$ cat src/rtl/cycle_request_arbiter.sv
// Memory cycle request arbiter for command, parameter and inner-loop sources.
// Grants one source at a time, tracks the cycle handshake, and issues done pulses.
module cycle_request_arbiter #(
    parameter int unsigned INMAX = 4
) (
    input  logic       CCLK,
    input  logic       RESET,
    input  logic       COMRQ,
    input  logic       PARRQ,
    input  logic       INRQ,
    input  logic       ICYCST,
    input  logic       CYCEND,
    output logic       COMCRQ,
    output logic       PARCRQ,
    output logic       INCRQ,
    output logic       COMDN,
    output logic       PARDN,
    output logic       INDN,
    output logic [1:0] SRCSEL,
    output logic       BUSY
);

    typedef enum logic [1:0] {
        S_IDLE,
        S_REQ,
        S_RUN
    } state_e;

    localparam logic [3:0] IN_MAX = INMAX[3:0];

    // Source vectors are ordered {inner, parameter, command}.
    state_e     state_q, state_d;
    logic [2:0] crq_q, crq_d;
    logic [2:0] dn_q, dn_d;
    logic [1:0] srcsel_q, srcsel_d;
    logic       busy_q, busy_d;
    logic [3:0] incnt_q, incnt_d;

    logic [2:0] req_raw;
    logic [2:0] req_arb;
    logic       prog_pend;
    logic       in_lock;
    logic [2:0] grant;
    logic [1:0] grant_sel;
    logic       owner_req;
    logic [2:0] owner_dn;

    // Arbitration: mask the source just completed, then inner > par > com,
    // with the inner source yielding once it has used up its grant budget.
    always_comb begin
        req_raw   = {INRQ, PARRQ, COMRQ};
        req_arb   = req_raw & ~dn_q;
        prog_pend = req_arb[1] | req_arb[0];
        in_lock   = (incnt_q == IN_MAX) && prog_pend;
        grant     = 3'b000;
        grant_sel = 2'd0;
        if (req_arb[2] && !in_lock) begin
            grant     = 3'b100;
            grant_sel = 2'd3;
        end else if (req_arb[1]) begin
            grant     = 3'b010;
            grant_sel = 2'd2;
        end else if (req_arb[0]) begin
            grant     = 3'b001;
            grant_sel = 2'd1;
        end
    end

    // Owner bookkeeping: is the owner still requesting, and which done to fire.
    always_comb begin
        owner_req = |(crq_q & req_raw);
        owner_dn  = 3'b000;
        unique case (srcsel_q)
            2'd1:    owner_dn = 3'b001;
            2'd2:    owner_dn = 3'b010;
            2'd3:    owner_dn = 3'b100;
            default: owner_dn = 3'b000;
        endcase
    end

    // Next-state and registered-output logic for IDLE/REQ/RUN.
    always_comb begin
        state_d  = state_q;
        crq_d    = crq_q;
        dn_d     = 3'b000;
        srcsel_d = srcsel_q;
        busy_d   = busy_q;
        incnt_d  = incnt_q;
        unique case (state_q)
            S_IDLE: begin
                crq_d    = 3'b000;
                srcsel_d = 2'd0;
                busy_d   = 1'b0;
                if (grant != 3'b000) begin
                    state_d  = S_REQ;
                    crq_d    = grant;
                    srcsel_d = grant_sel;
                    busy_d   = 1'b1;
                    if (grant[2]) begin
                        if (incnt_q < IN_MAX) begin
                            incnt_d = incnt_q + 4'd1;
                        end
                    end else begin
                        incnt_d = 4'd0;
                    end
                end
            end
            S_REQ: begin
                if (ICYCST) begin
                    state_d = S_RUN;
                    crq_d   = 3'b000;
                end else if (!owner_req) begin
                    state_d  = S_IDLE;
                    crq_d    = 3'b000;
                    srcsel_d = 2'd0;
                    busy_d   = 1'b0;
                end
            end
            S_RUN: begin
                if (CYCEND) begin
                    state_d = S_IDLE;
                    dn_d    = owner_dn;
                    busy_d  = 1'b0;
                end
            end
            default: begin
                state_d  = S_IDLE;
                crq_d    = 3'b000;
                srcsel_d = 2'd0;
                busy_d   = 1'b0;
            end
        endcase
    end

    // State and output registers, cleared asynchronously by reset.
    always_ff @(posedge CCLK or posedge RESET) begin
        if (RESET) begin
            state_q  <= S_IDLE;
            crq_q    <= 3'b000;
            dn_q     <= 3'b000;
            srcsel_q <= 2'd0;
            busy_q   <= 1'b0;
            incnt_q  <= 4'd0;
        end else begin
            state_q  <= state_d;
            crq_q    <= crq_d;
            dn_q     <= dn_d;
            srcsel_q <= srcsel_d;
            busy_q   <= busy_d;
            incnt_q  <= incnt_d;
        end
    end

    assign COMCRQ = crq_q[0];
    assign PARCRQ = crq_q[1];
    assign INCRQ  = crq_q[2];
    assign COMDN  = dn_q[0];
    assign PARDN  = dn_q[1];
    assign INDN   = dn_q[2];
    assign SRCSEL = srcsel_q;
    assign BUSY   = busy_q;

endmodule
$ cat config.mk
export PLATFORM = sky130hd
export DESIGN_NAME = cycle_request_arbiter
export DESIGN_NICKNAME = d
export VERILOG_FILES = /design/src/rtl/cycle_request_arbiter.sv
export SDC_FILE = /design/constraint.sdc
export NUM_CORES = 1
export LEC_CHECK = 0
export CORE_UTILIZATION = 35
export CTS_BUF_LIST = sky130_fd_sc_hd__clkbuf_2
export DETAILED_ROUTE_END_ITERATION = 16
export MAX_ROUTING_LAYER = met4
export PLACE_DENSITY = 0.56
export SYNTH_ARGS = -nofsm -noshare
export SYNTH_HDL_FRONTEND = slang
export SYNTH_SLANG_ARGS = --single-unit
$ cat constraint.sdc
create_clock -name CCLK -period 2.29 [get_ports CCLK]
set_clock_uncertainty 0.1 [all_clocks]
set_input_delay 0.458 -clock CCLK [delete_from_list [all_inputs] [get_ports CCLK]]
set_output_delay 0.458 -clock CCLK [all_outputs]
set_load 0.01 [all_outputs]
==> After elaboration in Yosys (flattened, before gate mapping) <==
Cells that the tools add are included.
{ "word_totals": {"reg_bits": 15, "output_inout_bits": 9, "elab_cells": 64} }
{ "classes": {"addsub": 1, "order_cmp": 1, "eq_ne": 12, "muxes": 28, "bitwise": 5, "reduce_logical": 11} }
{ "op_table": {"columns": ["operator", "count"], "rows": [
  ["2-bit two-way mux", 9],
  ["3-bit two-way mux", 6],
  ["3-bit one-hot mux with 3 select lines", 2],
  ["2-bit one-hot mux with 3 select lines", 2],
  ["3-bit AND reduction", 4],
  ["4-bit two-way mux", 2],
  ["2-bit != test (second input constant)", 4],
  ["3-bit bitwise AND", 2],
  ["2-bit equality test (second input constant)", 3],
  ["1-bit two-way mux", 6],
  ["4-bit by 1-bit adder with 4-bit output (second input constant)", 1],
  ["2-bit by 1-bit equality test with 1-bit output (second input constant)", 2],
  ["4-bit by 3-bit equality test with 1-bit output (second input constant)", 1],
  ["4-bit by 3-bit < comparator with 1-bit output (second input constant)", 1],
  ["3-bit != test (second input constant)", 1],
  ["3-bit inverter", 1],
  ["1-bit one-hot mux with 3 select lines", 1],
  ["3-bit nonzero test", 1],
  ["3-bit OR reduction", 1],
  ["1-bit logical AND", 2],
  ["2-bit logical NOT", 1],
  ["2-bit by 1-bit != test with 1-bit output (second input constant)", 1],
  ["2-bit AND reduction", 1],
  ["1-bit logical NOT", 1],
  ["other kinds (2)", 2]
]} }

==> Depth between registers and ports, before layout <==
Gate-level depths: netlist of the first run.
{ "depth": {"depth_word": 10, "depth_mapped": 6, "depth_no_buf": 6} }

==> Worst setup path before layout of the first run <==
Ideal clock, no wire load.
{ "synth_path": {"path_kind": "input port to flip-flop", "from": "input port PARRQ", "to": "register srcsel_q[0] (netlist: SRCSEL[0])", "setup_ps": 124, "t_arrival_ps": 1369, "required_time_ps": 2066, "path_slack_ps": 697, "cell_stages": 4, "path_cell_list": "a222oi_1 -> a21o_1 -> nand2_1 -> a211o_1"} }
{ "synth_between": {"elab_chain_len": 9, "elab_cells_between_ends": 16, "cone_classes": "eq/ne: 1; mux: 6; bitwise: 3; reduce/logical: 6"} }
{ "synth_rtl": {"columns": ["item", "line_no", "source"], "rows": [
  ["start: declaration", "9", "input logic PARRQ,"],
  ["3-bit bitwise AND", "52", "req_arb = req_raw & ~dn_q;"],
  ["1-bit bitwise OR", "53", "prog_pend = req_arb[1] | req_arb[0];"],
  ["1-bit logical AND", "54", "in_lock = (incnt_q == IN_MAX) && prog_pend;"],
  ["1-bit logical NOT", "57", "if (req_arb[2] && !in_lock) begin"],
  ["1-bit logical AND", "57", null],
  ["3-bit two-way mux", "57", null],
  ["3-bit nonzero test", "94", "if (grant != 3'b000) begin"],
  ["2-bit two-way mux", "94", null],
  ["2-bit one-hot mux with 3 select lines", "89", "unique case (state_q)"],
  ["end signal: assignment", "148", "srcsel_q <= srcsel_d;"],
  ["end: declaration", "35", "logic [1:0] srcsel_q, srcsel_d;"]
]} }
Parallel ways exist; a longest one is shown, timed or not.
A chain may end at the register's enable or synchronous reset.

==> Worst setup path after layout of the first run <==
Same ends and word-level chain as after synthesis.

==> results list, run 1 <==
* Status: completed
- Data arrives at the worst endpoint at 1.99 ns.
* Total clock sinks: 15
- Initial core utilization: 39.2%
* Fraction of post-synthesis cell area in the top cell type by area: 53.2%
- Leakage: 0.423 nW
- STA classifies the critical path startpoint as an input port.
* Library cell with the largest summed area after synthesis: sky130_fd_sc_hd__dfrtp_1
* Number of maximum-capacitance violations: 0
- Synthesis produced a netlist with a net count of 73.
- At the later pin of the worst-skew pair, clock insertion delay measures 0.29 ns.
- Across every metal layer, demand over resource in global routing totals 15.6%.
- In the post-synthesis netlist, the biggest area contributors are sky130_fd_sc_hd__dfrtp_1 53%, sky130_fd_sc_hd__nand2b_1 6.2%, sky130_fd_sc_hd__a311oi_4 3.7%, sky130_fd_sc_hd__a22o_1 3.7%, sky130_fd_sc_hd__ha_1 3.5%.
- The area growth from synthesis to layout is 30.0%.
* Setup repair after global routing missed its margin: no
- Via count of the first global-routing pass: 498
- Once detail routing completed, the nets flagged for antenna violations numbered 0.
- Switching power summed over all nets: 0.395 mW
* DR vias/cell: 5.13
- Total number of vias: 559
- The initial antenna violation count is 0.
- Clock power frac: 12.9%
- The tree is rooted in a sky130_fd_sc_hd__clkbuf_2.
- Share of post-route cells with drive strength above 1: 8.33%
* DR pass1 iterations: 5
- IO Pins: 16
- The share of total power dissipated in sequential elements is 44.2%.
* Sort of element at the end of the critical path: flop
* Required time at the worst-slack endpoint: 2.39 ns
* Num CTS Buffers: 3
* Post-detailed-placement half-perimeter wirelength: 1.11 mm
- Max Clock Freq: 0.529 GHz
- For the pin with the worst max-slew slack, the measured transition is 0.570 ns.
- # nets final: 94
- Counting flops and latches in the post-synthesis netlist gives 15.
- Maximum vdd ir drop: 0.652 mV
- In this run the mean area of a mapped cell was 11.0 um2.
- Logic pwr share: 42.9%
- Final slew viol count: 0
- Clock tree from TritonCTS: yes
- The final hold violation count was 0.
- In this run, post-CTS hold repair placed 0 buffers.
- Gate count after technology mapping: 64
- Inserted Diodes: 0
- Worst Hold Class: in2async
- In this run the tool buffered the top-level ports with 15 buffer cells.
* Flop2flop setup slack: 0.59 ns
- Clock input transition at the sequential cells of the worst setup and hold paths: 0.16 ns
- Number of DRC violations after detailed routing: 0
- Final setup violation count: 0
- Placed cell count: 105
- For this block, the routed nets add up to 1.48 mm of wire.
- Total number of H-tree levels: 1
- In this run switching power makes up 38.3% of total power.
- The number of setup buffers added after CTS is 0.
- In the final timing run, aggregate negative setup slack is 0 ns.
* Count of fill cells added during filler insertion: 180
- Post-cts resize count: 0
- Power Dens Cells: 1130 nW/um2
- The die is 46.9 um tall.
* First-pass GRT wire length: 2.24 mm
- DIE AREA: 2200 um2
- Max Root-Sink Buffers: 2
* Global route total overflow: 0
- Final design utilization: 50.9%
- Internal power: 0.637 mW
- The die is 46.9 um wide.
- During synthesis, Yosys emitted a total of 0 warnings.
- In this run the tightest slew margin relative to its limit is 61.9%.
* Category of the critical setup timing path: in2reg
- In this run, distinct cell masters in the synthesized netlist total 25.
- For this run, the register share of the synthesized area comes to 53.2%.
- Final worst path period need: 1.89 ns
- After floorplanning, the core was sized to cover 1800 um2.
* Avg WL per Cell: 13.6 um
* Fraction of the cycle the final worst path needs: 82.5%
- Pin count of the biggest net entering global routing: 16
* Total power consumption of the routed design: 1.03 mW
- In this run the core area contains 15 standard-cell rows.
* Synth Cell Area: 706 um2
* Violation count after the first detailed-routing iteration: 27
* Largest fanout of any net on the critical path: 3
- Number of standard cells in the final layout excluding fillers: 109
* Most frequent cells in the layout: 15 x sky130_fd_sc_hd__dfrtp_1, 15 x sky130_fd_sc_hd__clkdlybuf4s50_1, 7 x sky130_fd_sc_hd__nand2b_1, 6 x sky130_fd_sc_hd__inv_1, 4 x sky130_fd_sc_hd__nor2_1
- The congestion estimate from routability-driven global placement came to 0.781.
-- worst paths after layout --
check	end	from	cells past startpoint
min in group CCLK	dn_q[1]	SRCSEL[0]	1
setup reg to reg	SRCSEL[0]	crq_q[1]	4
hold reg to reg	dn_q[1]	SRCSEL[0]	1
max in group asynchronous	crq_q[2]	RESET	2
setup / recovery	SRCSEL[0]	PARRQ	5
hold / removal	incnt_q[2]	RESET	2
-- worst max-delay path, stage by stage --
cell	delay [ns]
sky130_fd_sc_hd__clkdlybuf4s50_1	0.43
sky130_fd_sc_hd__a222oi_1	0.55
sky130_fd_sc_hd__a21o_1	0.20
sky130_fd_sc_hd__nand2_1	0.06
sky130_fd_sc_hd__a211o_1	0.29
-- cell type report --
cell class / count / area [um2] / share of cell area [%]
clock inverters: 1 / 7.51 / 0.819
clock buffers: 3 / 15.0 / 1.64
well taps: 25 / 31.3 / 3.41
flip-flops and latches: 15 / 375 / 40.9
repair buffers: 16 / 158 / 17.2
inverters: 6 / 22.5 / 2.46
multi-input cells: 43 / 308 / 33.6
-- synthesized netlist by cell type (all sizes together) --
library cell and count:
inv 6, nand4b 1, ha 2, o22ai 1, a311oi 1, a211o 2, a21o 3, o21ai 3
nor2b 1, nor3 3, nor2 4, o31ai 1, nor4b 1, nand2b 7, mux2 1, a222oi 1
a211oi 1, a21oi 2, dfrtp 15, a31oi 1, a22o 3, or3 1, nand2 2, nand3 1
-- metrics by stage --
step,hold slack (ns),instance area (um2),setup WS [ns]
final,0.390,917,0.401
after CTS,0.395,917,0.416
after detailed placement,0.389,895,0.0800
after global routing,0.392,917,0.366
after global placement,0.389,895,0.137
after floorplan,0.259,706,0.697
-- flip-flops by register name (all words and copies together) (netlist names) --
register  cells
incnt_q       4
SRCSEL        2
BUSY          1
dn_q          3
crq_q         3
state_q       2
-- power groups by stage --
stage	clock network, mW	registers (mW)	logic [mW]
final	0.133	0.456	0.443
after global routing	0.153	0.469	0.486
after CTS	0.138	0.455	0.446
after detailed placement	0	0.461	0.441
after global placement	0	0.459	0.442
after floorplan	0	0.460	0.251
-- cell families (layout without fill, tap and decap cells) --
group	count (synthesis)	count (layout)	share of synthesized area [%]
compound gates	19	19	22.0
fa+ha+maj	2	2	3.55
buf+inv	6	26	3.19
flops	15	15	53.2
mux	1	1	1.60
simple gates	21	21	16.5
-- per-layer routing --
metal  global-route usage, %  part of all wire, %  wire [um]
met1                    20.9                   50        739
met2                    21.7                   44        647
met3                    5.77                  5.8         86
met4                    5.14                 0.67         10
met5                       -                    0          0
Power figures use the tool's default switching activity.
==> run 2: changes to the inputs <==
clock period = 1.75 ns   (was 2.29 ns; I/O delays follow)
==> results list, run 2 (synthesized netlist as in run 1, its figures left out) <==
- Across the VDD grid, the largest voltage drop is 0.675 mV.
* Remaining number of nets flagged by the antenna check after routing: 0
- The detailed router finished its first iteration with 12 violations.
- Clock input transition at the sequential cells of the worst setup and hold paths: 0.14 ns
- Dividing the detail-routed wire length by the instance count gives 13.2 um.
* DIE AREA: 2200 um2
- The core region is 1800 um2.
- At the worst endpoint, the arrival time is 1.24 ns.
- Summing all flip-flop and latch instances after layout gives 375 um2.
- Post-detailed-placement half-perimeter wirelength: 1.16 mm
* Inserted Diodes: 0
* Clock root buffer: sky130_fd_sc_hd__clkbuf_2
- The worst setup path is of the reg2out kind.
- Summing all placed instances gives a cell area of 917 um2.
- Later-pin clock latency in the skew report: 0.29 ns
- Number of maximum-capacitance violations: 0
* Placer's final routability congestion estimate: 0.790
- Reg2reg path depth: 6
- The first global-routing pass estimated 2.53 mm of wire.
- Detailed routing inserted a total of 589 vias.
- Port Buf Inserts: 15
* Overall Global Routing Usage: 17.6%
- Count of endpoints failing hold in the final timing report: 0
* Power Dens Cells: 1440 nW/um2
- Num CTS Buffers: 3
- After routing the design area is 965 um2.
* DR vias/cell: 5.12
- Sort of element at the end of the critical path: output pin
- Entering global routing, the biggest net connects 16 pins.
- Clock tree from TritonCTS: yes
* CP bufs+invs: 1
- Post-route setup TNS: 0 ns
* Most common cell after layout, fill and taps aside: sky130_fd_sc_hd__dfrtp_1
* Max Clock Freq: 0.592 GHz
* Worst Hold Class: in2async
- Register name with the most flops: incnt_q
- Setup repair after global routing missed its margin: no
* Rel. slew slack: 69.6%
* Slew at the pin closest to its max-slew limit: 0.453 ns
* Worst path max stage delay: 0.55 ns
* Fraction of the cycle the final worst path needs: 96.5%
- Final worst path period need: 1.69 ns
* Largest registers: incnt_q: 4 flops, crq_q: 3 flops, dn_q: 3 flops
- Layout area overhead: 36.7%
- Final slew viol count: 0
* Worst path top cell family by delay: buffers and inverters
- The number of global-route vias before repair came to 560.
* Number of DRC violations after detailed routing: 0
- Summed over all layers, the routed wires come to 1.52 mm.
* Multi-input gate area in the final layout: 308 um2
- The initial antenna violation count was 0.
* Total number of H-tree levels: 1
- From bottom edge to top edge, the die measures 46.9 um.
* Startpoint type of the worst setup path: flop
- Ordered cell list for the critical path: clkdlybuf4s50_1
* Required time at the worst-slack endpoint: 1.30 ns
- Status: completed
- Timing startpoint of the critical path: crq_q[2]
- Leakage: 0.486 nW
- In the final layout, the share of cells above drive strength 1 is 14.4%.
- The register with the most flip-flops in the layout has 4 of them.
- In this run the number of cells on the critical path is 1.
* Total power consumption of the routed design: 1.39 mW
- Row generation in the floorplan step produced 15 rows.
* IO Pins: 16
* CP max stage cell: sky130_fd_sc_hd__clkdlybuf4s50_1
* Die width: 46.9 um
- The first TritonRoute pass finished after 4 iterations.
- Most frequent cells in the layout: 15 x sky130_fd_sc_hd__dfrtp_1, 13 x sky130_fd_sc_hd__clkdlybuf4s50_1, 7 x sky130_fd_sc_hd__nand2b_1, 7 x sky130_fd_sc_hd__buf_4, 6 x sky130_fd_sc_hd__inv_1
* Largest fanout of any net on the critical path: 3
- Max Root-Sink Buffers: 2
- Final setup violation count: 0
- Global route total overflow: 0
* Total clock sinks: 15
- The startpoint identified for the worst register-to-register timing path is incnt_q[0].
* Count of fill cells added during filler insertion: 180
* Initial core utilization: 39.2%
- # nets final: 100
run 2: cell types whose count changed in the layout (fill, tap and decap cells not counted):
cell and change:
sky130_fd_sc_hd__buf_4 +6, sky130_fd_sc_hd__clkdlybuf4s50_1 -2, sky130_fd_sc_hd__dlymetal6s2s_1 +2, sky130_fd_sc_hd__clkbuf_2 +1
sky130_fd_sc_hd__clkinvlp_4 -1
run 2: metal layers:
| metal | wire [um] | vias up | GRT usage, % |
|---|---|---|---|
| li1 | - | 284 | - |
| met1 | 758 | 282 | 25.2 |
| met2 | 642 | 18 | 23.3 |
| met3 | 78 | 5 | 2.69 |
| met4 | 38 | 0 | 10.3 |
| met5 | 0 | - | - |
run 2: layout make-up:
type	instances	area share, %
well taps	25	3.24
inverters	6	2.33
repair buffers	22	21.5
flip-flops and latches	15	38.9
clock buffers	4	2.08
multi-input cells	43	31.9
run 2: metrics by stage:
step                      setup slack [ns]  std cells  hold WS [ns]  utilization, %
after CTS                           0.0321        113         0.241            52.4
after global routing               0.00589        115         0.258            53.5
after detailed placement            -0.217        108         0.388            50.9
after global placement              -0.248        108         0.382            50.9
after floorplan                      0.165         64         0.151               -
final                               0.0612        115         0.236            53.5
run 2: worst paths after layout:
| kind | end | slack [ns] |
|---|---|---|
| setup / recovery | INCRQ | 0.06 |
| max in group asynchronous | dn_q[0] | 1.14 |
| hold / removal | incnt_q[2] | 0.24 |
| hold reg to reg | dn_q[1] | 0.40 |
| setup reg to reg | SRCSEL[0] | 0.12 |
| min in group CCLK | dn_q[1] | 0.40 |
run 2: power breakdown:
group	switching [mW]	leakage [nW]	internal, mW
Clock	0.110	0.0166	0.0606
Sequential	0.123	0.196	0.460
Combinational	0.278	0.274	0.359
run 2: timing repair:
item                       CTS  global route
setup buffers                1             2
hold buffers                 0             0
setup endpoints to repair    1             3
resized for setup            0             2
==> run 3: changes to the inputs <==
SLEW_MARGIN = 15   (was unset)
==> results of run 3 <==
Same layout as run 2: the final DEF is identical, and so are final timing and power.
